$ cat config.mk
export PLATFORM = sky130hd
export DESIGN_NAME = cdb_arbiter
export DESIGN_NICKNAME = d
export VERILOG_FILES = /design/src/rtl/cdb_arbiter.sv
export SDC_FILE = /design/constraint.sdc
export NUM_CORES = 1
export LEC_CHECK = 0
export CAP_MARGIN = 30
export CORE_ASPECT_RATIO = 0.7
export CORE_MARGIN = 2
export CORE_UTILIZATION = 30
export CTS_CLUSTER_SIZE = 8
export DETAILED_ROUTE_END_ITERATION = 10
export GPL_TIMING_DRIVEN = 1
export PLACE_DENSITY = 0.86
export RECOVER_POWER = 50
export SLEW_MARGIN = 20
export SYNTH_ARGS = -nofsm -noshare
export SYNTH_HDL_FRONTEND = slang
export SYNTH_SLANG_ARGS = --single-unit
$ cat constraint.sdc
create_clock -name clk -period 3.4 [get_ports clk]
set_input_delay 0.68 -clock clk [delete_from_list [all_inputs] [get_ports clk]]
set_output_delay 0.68 -clock clk [all_outputs]
set_load 0.03 [all_outputs]
$ cat src/rtl/cdb_arbiter.sv
// ============================================================================
// cdb_arbiter
// ----------------------------------------------------------------------------
// Driving end of the common data bus (CDB). Each execution unit presents one
// finished result through a valid/ready handshake together with its ROB tag
// and result data. Every cycle at most one unit is granted, chosen round-robin
// starting at a rotating priority pointer. The winner's tag/data are captured
// into a broadcast register and appear on the CDB in the following cycle for
// exactly one cycle. Listeners (reservation stations, ROB, register-file
// wakeup) pick results up by matching cdb_valid && cdb_tag.
//
// Ports
//   clk        : clock, all state updates on the rising edge
//   reset      : synchronous, active-high reset
//   flush      : misprediction flush; blocks any grant this cycle so the
//                next cycle carries no broadcast
//   req_valid  : per-unit result valid              [N_UNITS]
//   req_ready  : per-unit grant (one-hot or zero)   [N_UNITS]
//   req_tag    : per-unit ROB tag, unit i at [i*ROB_WIDTH +: ROB_WIDTH]
//   req_data   : per-unit data,    unit i at [i*DATA_WIDTH +: DATA_WIDTH]
//   cdb_valid  : broadcast valid
//   cdb_tag    : broadcast ROB tag
//   cdb_data   : broadcast result data
//   cdb_src    : index of the unit whose result is on the bus
// ============================================================================
module cdb_arbiter #(
    parameter int N_UNITS    = 4,
    parameter int ROB_WIDTH  = 4,
    parameter int DATA_WIDTH = 32,
    localparam int SRC_WIDTH = (N_UNITS > 1) ? $clog2(N_UNITS) : 1
) (
    input  logic                             clk,
    input  logic                             reset,
    input  logic                             flush,
    input  logic [N_UNITS-1:0]               req_valid,
    output logic [N_UNITS-1:0]               req_ready,
    input  logic [N_UNITS*ROB_WIDTH-1:0]     req_tag,
    input  logic [N_UNITS*DATA_WIDTH-1:0]    req_data,
    output logic                             cdb_valid,
    output logic [ROB_WIDTH-1:0]             cdb_tag,
    output logic [DATA_WIDTH-1:0]            cdb_data,
    output logic [SRC_WIDTH-1:0]             cdb_src
);

    // ------------------------------------------------------------------------
    // State: priority pointer and the broadcast register
    // ------------------------------------------------------------------------
    logic [SRC_WIDTH-1:0]  r_ptr;
    logic                  r_cdb_valid;
    logic [ROB_WIDTH-1:0]  r_cdb_tag;
    logic [DATA_WIDTH-1:0] r_cdb_data;
    logic [SRC_WIDTH-1:0]  r_cdb_src;

    // ------------------------------------------------------------------------
    // Unpack the flat per-unit buses into arrays for readable muxing
    // ------------------------------------------------------------------------
    logic [ROB_WIDTH-1:0]  w_tag_arr  [N_UNITS];
    logic [DATA_WIDTH-1:0] w_data_arr [N_UNITS];

    generate
        for (genvar gi = 0; gi < N_UNITS; gi++) begin : g_unpack
            assign w_tag_arr[gi]  = req_tag[gi*ROB_WIDTH +: ROB_WIDTH];
            assign w_data_arr[gi] = req_data[gi*DATA_WIDTH +: DATA_WIDTH];
        end
    endgenerate

    // ------------------------------------------------------------------------
    // Rotated view of the requests: slot k holds unit (ptr + k) mod N_UNITS.
    // Slot 0 therefore has the highest priority. The sum is one bit wider
    // than the index so ptr + k (at most 2*N_UNITS-2) never overflows.
    // ------------------------------------------------------------------------
    logic [SRC_WIDTH-1:0] w_rot_idx [N_UNITS];
    logic [N_UNITS-1:0]   w_req_rot;

    generate
        for (genvar gi = 0; gi < N_UNITS; gi++) begin : g_rotate
            logic [SRC_WIDTH:0] w_sum;
            assign w_sum = {1'b0, r_ptr} + (SRC_WIDTH+1)'(gi);
            assign w_rot_idx[gi] = (w_sum >= (SRC_WIDTH+1)'(N_UNITS))
                                 ? SRC_WIDTH'(w_sum - (SRC_WIDTH+1)'(N_UNITS))
                                 : SRC_WIDTH'(w_sum);
            assign w_req_rot[gi] = req_valid[w_rot_idx[gi]];
        end
    endgenerate

    // ------------------------------------------------------------------------
    // Winner search: first valid slot in rotated order
    // ------------------------------------------------------------------------
    logic                 w_found;
    logic [SRC_WIDTH-1:0] w_win;

    always_comb begin
        w_found = 1'b0;
        w_win   = '0;
        for (int k = 0; k < N_UNITS; k++) begin
            if (!w_found && w_req_rot[k]) begin
                w_found = 1'b1;
                w_win   = w_rot_idx[k];
            end
        end
    end

    // Reset outranks flush, flush outranks a grant.
    logic w_grant;
    assign w_grant = w_found && !reset && !flush;

    generate
        for (genvar gi = 0; gi < N_UNITS; gi++) begin : g_ready
            assign req_ready[gi] = w_grant && (w_win == SRC_WIDTH'(gi));
        end
    endgenerate

    // Pointer moves to the unit just after the winner, wrapping at the top.
    logic [SRC_WIDTH-1:0] w_ptr_next;
    assign w_ptr_next = (w_win == SRC_WIDTH'(N_UNITS-1)) ? '0 : w_win + 1'b1;

    // ------------------------------------------------------------------------
    // Sequential: pointer and broadcast register. Without a grant only the
    // valid bit drops; tag/data/src keep their last values.
    // ------------------------------------------------------------------------
    always_ff @(posedge clk) begin
        if (reset) begin
            r_ptr       <= '0;
            r_cdb_valid <= 1'b0;
            r_cdb_tag   <= '0;
            r_cdb_data  <= '0;
            r_cdb_src   <= '0;
        end else begin
            r_cdb_valid <= w_grant;
            if (w_grant) begin
                r_ptr      <= w_ptr_next;
                r_cdb_tag  <= w_tag_arr[w_win];
                r_cdb_data <= w_data_arr[w_win];
                r_cdb_src  <= w_win;
            end
        end
    end

    assign cdb_valid = r_cdb_valid;
    assign cdb_tag   = r_cdb_tag;
    assign cdb_data  = r_cdb_data;
    assign cdb_src   = r_cdb_src;

endmodule

==> results of run 1 <==
==> logic make-up after synthesis <==
logic type             Yosys count  synth area share, %
multiplexers                    70                29.66
AO/OA/AOI/OAI                   45                16.26
flip-flops                      41                34.75
XOR/XNOR                         1               0.3708
buffers and inverters           19                5.773
AND/OR/NAND/NOR                 63                13.19
==> state kept, by name, indices dropped and copies added, names as in the netlist <==
| signal | flops |
|---|---|
| cdb_src | 2 |
| r_ptr | 2 |
| cdb_tag | 4 |
| cdb_data | 32 |
| cdb_valid | 1 |
==> timing repair <==
action | CTS | global route
endpoints found under the setup margin | 0 | 1
resized for setup | 0 | 1
hold endpoints to repair | 0 | 0
==> synthesized netlist by cell type <==
master     n
buf_4      1
inv_2      1
buf_6      7
nor2_4     1
o32a_2     1
dfxtp_1   41
o221ai_1  35
nor3b_1    2
a211oi_1   2
nor4_2     1
nand2_2    2
a21boi_0   1
nand2_1   40
clkbuf_1   3
o32ai_2    1
nand3b_1   1
nor4_1     1
nor2_1     5
o31ai_1    1
nor4b_4    1
o21ai_0    2
xnor2_1    1
nor3_1     2
mux2i_1   70
nor2_2     1
nor2b_1    4
buf_2      7
or3_1      1
a21oi_1    2
or2_1      1
==> worst max-delay path: cells and delay by family <==
kind / cells / cell delay [ps]
and+or+nand+nor: 5 / 1120
buffers and inverters: 2 / 740
==> report_power, final <==
group	internal, W	switching (W)	total, W
Combinational	0.000400	0.000364	0.000763
Sequential	0.000543	0.0000345	0.000577
Clock	0.000161	0.000164	0.000326
Total	0.00110	0.000562	0.00167
==> metrics by stage <==
step                      cells  power, W  utilization [%]  worst slack (ps)
final                       528  0.001666            57.82             185.3
after global routing        528  0.001758            57.82             72.08
after CTS                   528  0.001709            57.71             161.6
after detailed placement    521  0.001377            56.59             165.8
after global placement      521  0.001359            56.59             288.1
after floorplan             239  0.001025                -             622.2
==> cell type report <==
| cell class | instances | area, sq um |
|---|---|---|
| Clock buffer | 7 | 86.33 |
| Tap cell | 101 | 126.4 |
| Inverter | 1 | 3.754 |
| Sequential cell | 41 | 820.8 |
| Multi-Input combinational cell | 179 | 1419 |
| Timing Repair Buffer | 199 | 2017 |
| Fill cell | 667 | 3263 |
==> worst min path at each step <==
stage	endpoint	slack [ps]	depth (start not counted)
after floorplan	r_ptr[0]	450	2
after global placement	cdb_data[29]	440	2
after detailed placement	cdb_data[20]	450	2
after CTS	cdb_data[7]	470	2
after global routing	cdb_src[1]	480	2
final	cdb_data[16]	460	2
==> metal layers <==
layer	vias up	part of all wire (%)
li1	1285	-
met5	-	0
met1	1234	38
met3	11	11
met2	119	50
met4	0	1.2
==> results.cfg, run 1 <==
[status]
run_status = finished, final reports clean

[logic_synthesis]
synth-seq-cells = 41
syn_inst = 239
synth_largest_area_cell = dfxtp_1
ys_warn_count = 0
ys_types = 30
yosysSeqAreaShare_pct = 34.75
synth_nets = 390
synth_top_area_share_pct = 34.75
syn_area_per_cell_sq_um = 9.884
syn_area_sq_um = 2362
synth_area_leaders = dfxtp_1 35%, mux2i_1 30%, o221ai_1 13%

[route]
remaining_drc_errors = 0
routedWlPerCell_um = 15.55
ant_nets = 0
dr.pass1.iters = 4
vias_per_cell = 5.017
drt-initial-drc-count = 89
routed_wl_um = 8208
vias = 2649

[grt]
grt_pass1_wl_um = 12630
first_global_vias = 2685
grtUsageTotal_pct = 18.61
antenna_found_initial = 0
met2_usage_pct = 34.29
grt_overflow_total = 0
met3_usage_pct = 6.811
grt_busiest_layer = met2
grt_max_degree = 32
use_met1_pct = 20.09

[placed_design]
place_area_sq_um = 4378
place_congestion = 0.9245
io_buffers = 193
place_hpwl_um = 6625

[timing]
period_needed_ps = 3215
tightest_slew_ps = 493.3
drv_slew = 0
finalHoldViolCount = 0
setup_tns_ps = 0
fin_skew_ps = 6.497
worst_slew_margin_rel_pct = 67.04
fin_crit_sh_pct = 94.55
max_freq_ghz = 0.3111
setup_violations = 0
hold_slack_ps = 461.1
rsz0062_at_grt = false

[critical_path]
endpoint = req_ready[3]
slowest_stage = clkdlybuf4s50_1
ff2ff_setup_slack_ps = 1260
crit_start = req_valid[3]
path_cells = clkdlybuf4s50_1, nor2_1, nor4b_4, or2_1, nand2_1, nor2_1, buf_4
cpMostUsedCell = nor2_1
worst_ep_required_time_ps = 2720
cp-start-kind = input port
r2r_end = cdb_data[29]
endpoint_kind = primary output
r2r-start = r_ptr[1]
critPathMaxFanout = 7
r2r_cells = 5
cpPeakStageDelay_ps = 570
worstSetupPathType = input port to primary output
crit_arrival_ps = 2530

[cells_and_area]
layout_commonest_cell = clkdlybuf4s50_1
areaGrowthSynthToFinish_pct = 89.35
post_route_cells_drive_above_1_share_pct = 5.855
fin_nets = 578
design_area_sq_um = 4473
final_cell_mix = 150 x clkdlybuf4s50_1, 70 x mux2i_1, 41 x dfxtp_1
diodes = 0

[clock_network]
clk_pin_slew_ps = 80
cts_setup_buffers = 0
worstSkewPairLatency_ps = 290
cts_made_buffers = 5
cts_htree_levels = 2
cts_hold_buffers = 0
cts_sinks = 41
root_buffer = clkbuf_8
cts_buffer_depth = 2
cts_tree = yes

[pwr]
p_leak_nw = 1.988
p_per_area_nw_per_um2 = 372.5
vdd_drop_max_uv = 184.3

[hold_path]
worstHoldStart = cdb_data[16]
worstHoldPathType = register to register

[flow_run]
cap_violations = 0

[floorplanning]
die_y_um = 78.24
dieArea_sq_um = 8611
coreArea_sq_um = 7736
rows = 27
ioPinCount = 194
die_w_um = 110.1
start_util_pct = 30.54
No activity file was read; power rests on OpenSTA's default activity.
==> inputs of run 2 (changes only) <==
- CAP_MARGIN: 30 -> 20
==> results of run 2 <==
The final DEF is identical to that of run 1; final timing and power are the same.
